==> src/rtl/fetch_pkg.sv <==
// ----------------------------------------------------------------------------
// fetch_pkg
// Shared definitions for the instruction-fetch controller: default PC width,
// default return-stack depth, default program start addresses, and the
// next-PC source selector produced by the controller's priority encoder.
// ----------------------------------------------------------------------------
package fetch_pkg;

    localparam int unsigned PC_W_DEFAULT        = 10;
    localparam int unsigned STACK_DEPTH_DEFAULT = 4;

    localparam int unsigned START0_DEFAULT = 'h000;
    localparam int unsigned START1_DEFAULT = 'h100;
    localparam int unsigned START2_DEFAULT = 'h200;
    localparam int unsigned START3_DEFAULT = 'h300;

    // Next-PC source, in decreasing priority order after NPC_HOLD/NPC_START.
    typedef enum logic [2:0] {
        NPC_HOLD,
        NPC_START,
        NPC_RET,
        NPC_CALL,
        NPC_ABS,
        NPC_REL,
        NPC_INC
    } npc_sel_t;

endpackage

==> src/rtl/ret_stack.sv <==
// ----------------------------------------------------------------------------
// ret_stack
// Hardware call/return LIFO for the fetch controller.
//   Clk    : rising-edge clock
//   Reset  : asynchronous active-low reset (empties stack, zeroes entries)
//   push   : write din on top (ignored when full)
//   pop    : drop top entry (ignored when empty)
//   clear  : empty the stack and zero all entries (dominates push/pop)
//   din    : value to push
//   top    : most recently pushed entry (undefined content when empty)
//   count  : number of occupied entries
//   full   : count == STACK_DEPTH
//   empty  : count == 0
// ----------------------------------------------------------------------------
module ret_stack #(
    parameter int unsigned PC_W        = 10,
    parameter int unsigned STACK_DEPTH = 4
) (
    input  logic                           Clk,
    input  logic                           Reset,
    input  logic                           push,
    input  logic                           pop,
    input  logic                           clear,
    input  logic [PC_W-1:0]                din,
    output logic [PC_W-1:0]                top,
    output logic [$clog2(STACK_DEPTH):0]   count,
    output logic                           full,
    output logic                           empty
);

    localparam int unsigned AW = $clog2(STACK_DEPTH);
    localparam int unsigned CW = AW + 1;

    logic [PC_W-1:0] mem [STACK_DEPTH];
    logic [CW-1:0]   cnt;
    logic [AW-1:0]   wr_idx;
    logic [AW-1:0]   top_idx;

    // Depth is a power of two, so the low count bits address the next free
    // slot whenever the stack is not full.
    assign wr_idx  = cnt[AW-1:0];
    assign top_idx = cnt[AW-1:0] - AW'(1);

    assign top   = mem[top_idx];
    assign count = cnt;
    assign full  = (cnt == CW'(STACK_DEPTH));
    assign empty = (cnt == '0);

    always_ff @(posedge Clk or negedge Reset) begin
        if (!Reset) begin
            cnt <= '0;
            for (int unsigned i = 0; i < STACK_DEPTH; i++) begin
                mem[i] <= '0;
            end
        end else if (clear) begin
            cnt <= '0;
            for (int unsigned i = 0; i < STACK_DEPTH; i++) begin
                mem[i] <= '0;
            end
        end else if (pop) begin
            if (!empty) begin
                cnt <= cnt - CW'(1);
            end
        end else if (push) begin
            if (!full) begin
                mem[wr_idx] <= din;
                cnt         <= cnt + CW'(1);
            end
        end
    end

endmodule

==> src/rtl/inst_fetch_ctl.sv <==
// ----------------------------------------------------------------------------
// inst_fetch_ctl
// Program-counter controller for the CPU fetch stage.
//   Clk         : rising-edge clock
//   Reset       : asynchronous active-low reset (PC = START0, stack empty)
//   Start       : load and hold the start address selected by ProgSel
//   ProgSel     : program select (0..3)
//   Stall       : hold PC, stack and flags
//   BranchAbs   : jump to Target
//   BranchRelEn : relative branch by signed Target when ALU_flag is high
//   ALU_flag    : branch condition
//   Call        : push PC+1, jump to Target
//   Ret         : pop stack into PC
//   Target      : absolute address or two's-complement offset
//   ProgCtr     : current program counter (registered)
//   StackCnt    : occupied return-stack entries
//   StackOvf    : sticky, push attempted while full
//   StackUnf    : sticky, pop attempted while empty
// ----------------------------------------------------------------------------
module inst_fetch_ctl
    import fetch_pkg::*;
#(
    parameter int unsigned PC_W        = PC_W_DEFAULT,
    parameter int unsigned STACK_DEPTH = STACK_DEPTH_DEFAULT,
    parameter int unsigned START0      = START0_DEFAULT,
    parameter int unsigned START1      = START1_DEFAULT,
    parameter int unsigned START2      = START2_DEFAULT,
    parameter int unsigned START3      = START3_DEFAULT
) (
    input  logic                           Clk,
    input  logic                           Reset,
    input  logic                           Start,
    input  logic [1:0]                     ProgSel,
    input  logic                           Stall,
    input  logic                           BranchAbs,
    input  logic                           BranchRelEn,
    input  logic                           ALU_flag,
    input  logic                           Call,
    input  logic                           Ret,
    input  logic [PC_W-1:0]                Target,
    output logic [PC_W-1:0]                ProgCtr,
    output logic [$clog2(STACK_DEPTH):0]   StackCnt,
    output logic                           StackOvf,
    output logic                           StackUnf
);

    npc_sel_t        sel;
    logic [PC_W-1:0] pc_inc;
    logic [PC_W-1:0] pc_next;
    logic [PC_W-1:0] start_addr;
    logic [PC_W-1:0] stk_top;
    logic            stk_full;
    logic            stk_empty;
    logic            stk_push;
    logic            stk_pop;
    logic            stk_clear;

    assign pc_inc = ProgCtr + PC_W'(1);

    always_comb begin
        start_addr = PC_W'(START0);
        case (ProgSel)
            2'd0:    start_addr = PC_W'(START0);
            2'd1:    start_addr = PC_W'(START1);
            2'd2:    start_addr = PC_W'(START2);
            default: start_addr = PC_W'(START3);
        endcase
    end

    // Priority encoder: Start over Stall over Ret over Call over branches.
    always_comb begin
        sel = NPC_INC;
        if (Start)                         sel = NPC_START;
        else if (Stall)                    sel = NPC_HOLD;
        else if (Ret)                      sel = NPC_RET;
        else if (Call)                     sel = NPC_CALL;
        else if (BranchAbs)                sel = NPC_ABS;
        else if (BranchRelEn && ALU_flag)  sel = NPC_REL;
    end

    always_comb begin
        pc_next = pc_inc;
        case (sel)
            NPC_HOLD:  pc_next = ProgCtr;
            NPC_START: pc_next = start_addr;
            NPC_RET:   pc_next = stk_empty ? pc_inc : stk_top;
            NPC_CALL:  pc_next = Target;
            NPC_ABS:   pc_next = Target;
            // Unsigned add of the raw offset equals signed add modulo 2^PC_W.
            NPC_REL:   pc_next = ProgCtr + Target;
            NPC_INC:   pc_next = pc_inc;
            default:   pc_next = pc_inc;
        endcase
    end

    // The stack refuses out-of-range operations itself; only the flags here.
    assign stk_push  = (sel == NPC_CALL);
    assign stk_pop   = (sel == NPC_RET);
    assign stk_clear = (sel == NPC_START);

    ret_stack #(
        .PC_W        (PC_W),
        .STACK_DEPTH (STACK_DEPTH)
    ) u_stack (
        .Clk   (Clk),
        .Reset (Reset),
        .push  (stk_push),
        .pop   (stk_pop),
        .clear (stk_clear),
        .din   (pc_inc),
        .top   (stk_top),
        .count (StackCnt),
        .full  (stk_full),
        .empty (stk_empty)
    );

    always_ff @(posedge Clk or negedge Reset) begin
        if (!Reset) begin
            ProgCtr  <= PC_W'(START0);
            StackOvf <= 1'b0;
            StackUnf <= 1'b0;
        end else begin
            ProgCtr <= pc_next;
            if (sel == NPC_START) begin
                StackOvf <= 1'b0;
                StackUnf <= 1'b0;
            end else begin
                if (stk_push && stk_full)  StackOvf <= 1'b1;
                if (stk_pop && stk_empty)  StackUnf <= 1'b1;
            end
        end
    end

endmodule

==> config.mk <==
export PLATFORM = sky130hd
export DESIGN_NAME = inst_fetch_ctl
export DESIGN_NICKNAME = d
export VERILOG_FILES = /design/src/rtl/fetch_pkg.sv /design/src/rtl/ret_stack.sv /design/src/rtl/inst_fetch_ctl.sv
export SDC_FILE = /design/constraint.sdc
export NUM_CORES = 1
export LEC_CHECK = 0
export BUFFER_PORTS_ARGS = -buffer_cell sky130_fd_sc_hd__buf_2
export CAP_MARGIN = 0
export CORE_ASPECT_RATIO = 1.4
export CORE_MARGIN = 3
export CORE_UTILIZATION = 45
export CTS_BUF_LIST = sky130_fd_sc_hd__clkbuf_4
export DETAILED_ROUTE_END_ITERATION = 6
export PLACE_DENSITY = 0.78
export SLEW_MARGIN = 20
export SYNTH_ARGS = -nofsm -noshare
export SYNTH_HDL_FRONTEND = slang
export SYNTH_SLANG_ARGS = --single-unit
==> constraint.sdc <==
create_clock -name Clk -period 2.3 [get_ports Clk]
set_input_delay 0.345 -clock Clk [delete_from_list [all_inputs] [get_ports Clk]]
set_output_delay 0.345 -clock Clk [all_outputs]
set_load 0.05 [all_outputs]
==> results of run 1 <==
-- where the power goes --
| group | internal [mW] | switching, mW | total [mW] |
|---|---|---|---|
| Sequential | 1.04 | 0.0711 | 1.11 |
| Combinational | 0.430 | 0.743 | 1.17 |
| Clock | 0.124 | 0.338 | 0.463 |
-- cell type report --
type,count,area share (%)
Multi-Input combinational cell,280,50.1
Tap cell,95,3.06
Clock inverter,3,0.579
Timing Repair Buffer,55,8.69
Sequential cell,55,35.6
Antenna cell,1,0.0644
Inverter,10,0.965
Clock buffer,5,0.965
-- routing by layer --
layer | global-route usage [%] | part of all wire [%] | up-vias
met3 | 2.40 | 3.4 | 22
met1 | 25.4 | 39 | 1454
met4 | 9.09 | 3.0 | 0
met5 | 0 | 0 | -
li1 | - | - | 1413
met2 | 40.7 | 55 | 78
-- cells in the final DEF (no fill, tap or decap), drive strengths merged, types with 8 or more instances in the layout --
master,Yosys,layout
nor2,15,15
mux4,10,10
nand3,9,9
xnor2,8,8
a21oi,22,22
a221oi,8,8
ha,14,14
o21ai,64,64
dfrtp,55,55
buf,7,55
inv,10,11
nand2,63,63
-- per-stage QoR --
stage | total power [mW] | util (%) | setup slack (ns) | area [µm²] | TNS [ns]
global placement | 2.25 | 53.2 | 0.113 | 3810 | 0
floorplan | 1.92 | - | 0.00243 | 3430 | 0
finish | 2.74 | 54.3 | -0.000462 | 3890 | -0.000462
global route | 2.92 | 54.3 | -0.0898 | 3890 | -0.0898
detailed placement | 2.28 | 53.2 | 0.0639 | 3810 | 0
CTS | 2.73 | 54.0 | 0.0241 | 3870 | 0
-- what timing repair did --
item	4_1_cts	5_1_grt
buffers inserted	0	0
endpoints found under the hold margin	0	0
resized for setup	0	3
endpoints found under the setup margin	0	2
hold buffers	0	0
-- worst max-delay path, stage by stage (launching register included) --
cell and delay [ns]:
dfrtp_4 0.52, ha_4 0.17, fa_2 0.37, a211oi_2 0.26, o21ai_2 0.11, a2111oi_2 0.39
nor3_1 0.08, nand3b_1 0.16, a22oi_1 0.16
-- worst max path at each step --
stage	endpoint	start	slack (ns)
2_1_floorplan	ProgCtr[9]$_DFFE_PN0P_	u_stack.count[0]$_DFFE_PN0P_	0.002
5_1_grt	ProgCtr[8]$_DFFE_PN0P_	ProgCtr[0]$_DFFE_PN0P_	-0.09
4_1_cts	ProgCtr[8]$_DFFE_PN0P_	ProgCtr[0]$_DFFE_PN0P_	0.02
3_5_place_dp	ProgCtr[8]$_DFFE_PN0P_	ProgCtr[0]$_DFFE_PN0P_	0.06
6_report	ProgCtr[8]$_DFFE_PN0P_	ProgCtr[0]$_DFFE_PN0P_	-0.0005
3_3_place_gp	ProgCtr[8]$_DFFE_PN0P_	ProgCtr[0]$_DFFE_PN0P_	0.11
-- sequential cells by signal (all words and copies together), names as in the netlist --
name	count
ProgCtr	10
StackOvf	1
u_stack.count	3
u_stack.mem	40
StackUnf	1
-- kinds of logic (layout without fill, tap and decap cells) --
| logic type | count (synthesis) | in the layout | synth area share, % |
|---|---|---|---|
| AOI/OAI and AO/OA | 124 | 124 | 22.9 |
| and+or+nand+nor | 115 | 115 | 16.7 |
| DFF | 55 | 55 | 40.5 |
| buffers and inverters | 22 | 73 | 3.06 |
| adders and majority gates | 16 | 16 | 6.34 |
| xor gates and xnor gates | 15 | 15 | 3.87 |
| muxes | 10 | 10 | 6.63 |
| other | 0 | 1 | 0 |
==> flow_summary_export.csv, run 1 <==
group,metric,value,unit
drt,ant_nets,0,
worst_setup_path,rr_worst_depth,8,
timing,final.min_clock_period,2.30,ns
worst_setup_path,start_kind,"flop",
worst_setup_path,worst-setup-path-type,"reg -> reg",
timing,worst_pin_slew,0.880,ns
die,die_h,109,µm
timing,final_max_slew_viol_count,0,
timing,period_share,100,%
die,num_rows,36,
drt,post_drt_via_cell_ratio,5.89,
drt,drt-pass1-iter-count,4,
synth,yosys.area.top_type,"dfrtp_1",
clock_tree,clk_latency,0.39,ns
power,ir_drop,519,µV
run,drv_cap,0,
synth,synth_seq_area_share,40.5,%
drt,wl,8810,µm
drt,vias,2967,
global_route,grtUsageTotal,21.9,%
synth,yosysUniqueCellTypes,53,
synth,yosysMostFrequentCell,"nand2_1",
timing,final-setup-viol-count,1,
run_status,violations,"negative setup slack",
synth,synth_area,3400,µm²
global_route,grt_overflow,0,
timing,rsz0062_at_grt,"yes",
worst_setup_path,required,2.63,ns
clock_tree,clk_path_buf_depth,2,
worst_setup_path,crit_path_max_fanout,3,
global_route,grt_pass1_wl,14700,µm
synth,synth_area_leaders,"dfrtp_1, o21ai_0, nand2_1",
synth,yosysTopAreaCellShare,40.5,%
clock_tree,cts.sinks,55,
timing,holdWs,0.0412,ns
global_route,grt_max_degree,39,
drt,post_drt_wl_per_cell,17.5,µm
die,die_x,79.4,µm
placed_design,port_buffers,35,
placed_design,gp_congestion,0.902,
clock_tree,numCtsBuffers,5,
final_layout,drive_gt1_share,23.8,%
synth,yosys_warnings,0,
drt,drc_errors,0,
synth,synth_seq_cells,55,
placed_design,dp_hpwl,6640,µm
clock_tree,cts_tree,"yes",
clock_tree,cts.clk_slew.worst_paths,0.17,ns
die,io_pins,36,
final_layout,nets,444,
final_layout,multi_input_area,1950,µm²
die,core,7160,µm²
synth,synth_common_cells,"nand2_1, o21ai_0, dfrtp_1",
drt,drt_iter0_drc,224,
placed_design,placed_cells,495,
power,p_per_area,705,nW/µm²
synth,async_reset_ff_share,100,%
run_status,status,"finished with violations",
hold_path,hp-class,"in -> async",
timing,setup_ws,-0.000462,ns
power,p_leak,1.66,nW
die,start_util,47.4,%
worst_setup_path,ff2ff_setup_slack,-0.0005,ns
clock_tree,clockRootBuffer,"clkbuf_4",
timing,fmax,0.435,GHz
synth,synth-edff-count,0,
final_layout,ff_latch_area,1390,µm²
clock_tree,htreeDepth,2,
synth,synth_nets,394,
global_route,grt_pass1_vias,3040,
final_layout,fin_cells,504,
die,die_area,8640,µm²
worst_setup_path,r2r_start,"ProgCtr[0]$_DFFE_PN0P_",
global_route,antenna_found_initial,0,
final_layout,fillCellCount,636,
timing,relSlewSlack,41.4,%
synth,syn-mean-instance-area,9.51,µm²
worst_setup_path,endpoint_kind,"flop",
synth,ys.flop_type,"dfrtp_1",
final_layout,syn_to_final_growth,14.5,%
timing,clock_skew,0.00832,ns
worst_setup_path,rr_endpoint,"ProgCtr[8]$_DFFE_PN0P_",
worst_setup_path,crit_arrival,2.63,ns
synth,syn_inst,357,
timing,hold_viol,0,
No activity file was read; power rests on OpenSTA's default activity.
==> inputs of run 2 (changes only) <==
Settings changed: CORE_ASPECT_RATIO 1.4 to 0.6.
==> run 2 against run 1 <==
Net effect: the run now ends clean; clock power increased by 44%; design area increased by 3.5%; register-to-register slack improved by 0.07 ns; sequential power about the same; non-clock buffer count increased by 6; core utilization increased by 3.3 points; sequential share of layout area decreased by 1.2 points; maximum frequency increased by 2.9%; via count increased by 5.2%; routed wire length increased by 8.6%; critical endpoint is now ProgCtr[9]$_DFFE_PN0P_; highest routed layer unchanged.
==> flow_summary_export.csv, run 2 (synthesis gave the netlist of run 1 again) <==
group,metric,value,unit
run,drv_cap,0,
worst_setup_path,endpoint_kind,"flop",
clock_tree,htreeDepth,2,
clock_tree,numCtsBuffers,5,
placed_design,dp_hpwl,7030,µm
timing,final.min_clock_period,2.24,ns
drt,wl_met1,4450,µm
global_route,grt_overflow,0,
die,num_rows,23,
power,p_switching,1.20,mW
drt,top_layer,"met4",
clock_tree,cts.clk_slew.worst_paths,0.18,ns
drt,drt-pass1-iter-count,5,
die,die_x,118,µm
timing,final-setup-viol-count,0,
die,io_pins,36,
clock_tree,clk_latency,0.41,ns
final_layout,layout_common_cells,"nand2_1, o21ai_0, dfrtp_1",
drt,drt_iter0_drc,253,
placed_design,place_ws,-0.0318,ns
worst_setup_path,crit_arrival,2.54,ns
die,die_area,8660,µm²
worst_setup_path,worst-setup-path-type,"reg -> reg",
global_route,grt_max_degree,27,
global_route,grt_pass1_vias,3053,
drt,wl,9570,µm
final_layout,syn_to_final_growth,18.6,%
die,die_h,73.3,µm
drt,ant_nets,0,
final_layout,nets,450,
worst_setup_path,rr_worst_depth,7,
global_route,grt_pass1_wl,15500,µm
drt,drc_errors,0,
clock_tree,cts.sinks,55,
final_layout,drive_gt1_share,24.9,%
clock_tree,clk_path_buf_depth,2,
hold_path,hold_path_depth,2,
timing,final_max_slew_viol_count,0,
timing,relSlewSlack,54.9,%
power,p_per_area,747,nW/µm²
die,core,6990,µm²
power,swShare,39.8,%
hold_path,min_to,"u_stack.count[2]$_DFFE_PN0P_",
placed_design,port_buffers,35,
power,p_int,1.81,mW
worst_setup_path,r2r_start,"ProgCtr[3]$_DFFE_PN0P_",
drt,post_drt_wl_per_cell,18.6,µm
power,p_leak,1.71,nW
placed_design,gp_congestion,0.889,
drt,routed-wl-met3,908,µm
timing,worst_pin_slew,0.676,ns
timing,fmax,0.447,GHz
drt,post_drt_via_cell_ratio,6.06,
worst_setup_path,start_kind,"flop",
power,p_comb_share,40.9,%
power,ir_drop,381,µV
run_status,status,"complete, no violations",
global_route,grtUsageTotal,22.8,%
final_layout,top_register,"u_stack.mem",
worst_setup_path,ff2ff_setup_slack,0.06,ns
worst_setup_path,rr_endpoint,"ProgCtr[9]$_DFFE_PN0P_",
die,start_util,48.6,%
timing,rsz0062_at_grt,"no",
timing,setup_ws,0.0647,ns
worst_setup_path,crit_path_max_fanout,5,
timing,hold_viol,0,
timing,period_share,97.2,%
hold_path,hp-start,"Start",
drt,vias,3120,
power,clockPowerShare,22.2,%
worst_setup_path,required,2.60,ns
drt,met2WireLength,4150,µm
clock_tree,clockRootBuffer,"clkbuf_4",
timing,clock_skew,0.0202,ns
final_layout,layout_commonest_cell,"nand2_1",
placed_design,placed_area,3850,µm²
clock_tree,postCtsSetupBuffers,0,
global_route,antenna_found_initial,1,
final_layout,final_area,4030,µm²
clock_tree,cts_tree,"yes",
final_layout,fillCellCount,623,
final_layout,largest_register_ffs,40,
power,seq_power_share,36.9,%
hold_path,hp-class,"in -> reg",
==> run 2: worst max path at each step <==
stage / startpoint / cells after the start / to
after global placement: Target[3] / 8 / ProgCtr[9]$_DFFE_PN0P_
final: ProgCtr[3]$_DFFE_PN0P_ / 7 / ProgCtr[9]$_DFFE_PN0P_
after global routing: ProgCtr[3]$_DFFE_PN0P_ / 7 / ProgCtr[9]$_DFFE_PN0P_
after detailed placement: Target[4] / 8 / ProgCtr[9]$_DFFE_PN0P_
after floorplan: u_stack.count[0]$_DFFE_PN0P_ / 9 / ProgCtr[9]$_DFFE_PN0P_
after CTS: ProgCtr[0]$_DFFE_PN0P_ / 8 / ProgCtr[8]$_DFFE_PN0P_
==> run 2: area by class of cell <==
cell class / count / area [µm²] / area share, %
multi-input combinational: 280 / 1990 / 49.3
sequential: 55 / 1390 / 34.4
timing repair buffer: 61 / 385 / 9.57
tap: 100 / 125 / 3.11
clock inverter: 3 / 67.6 / 1.68
clock buffer: 5 / 37.5 / 0.932
inverter: 10 / 37.5 / 0.932
antenna: 1 / 2.50 / 0.0622
==> run 2: routing by layer <==
| layer | up-vias | GRT usage [%] |
|---|---|---|
| met5 | - | 0 |
| met4 | 0 | 4.42 |
| met3 | 9 | 4.85 |
| met2 | 160 | 34.5 |
| met1 | 1524 | 34.2 |
| li1 | 1427 | - |
==> run 2: worst max-delay path, stage by stage, from the launching register on <==
cell and delay, ns:
dfrtp_1 0.43, ha_1 0.37, nand3_1 0.18, o2111ai_4 0.31, a41oi_4 0.20, o21a_1 0.23, a2111oi_2 0.37, a221oi_2 0.05
==> run 2: power groups by stage <==
stage                     Sequential, mW  Clock, mW  Combinational (mW)
final                               1.11      0.668                1.23
after global routing                1.12      0.715                1.33
after CTS                           1.11      0.680                1.18
after detailed placement            1.13          0                1.16
after global placement              1.12          0                1.14
after floorplan                     1.30          0               0.617
==> run 2: timing repair <==
item                                    4_1_cts  5_1_grt
endpoints found under the hold margin        24        0
pin swaps                                     0        1
resized for setup                             1        6
endpoints found under the setup margin        1        9
hold buffers                                  1        0
cloned                                        0        0
==> run 2: stage by stage <==
stage	utilization, %	std cells	setup TNS, ns	power (mW)	hold slack, ns
floorplan	-	357	0	1.92	0.0494
detailed placement	55.1	505	-0.0318	2.29	0.407
global placement	55.1	505	0	2.26	0.401
finish	57.6	515	0	3.01	0.241
global route	57.6	515	0	3.16	0.253
CTS	56.9	514	0	2.97	0.232
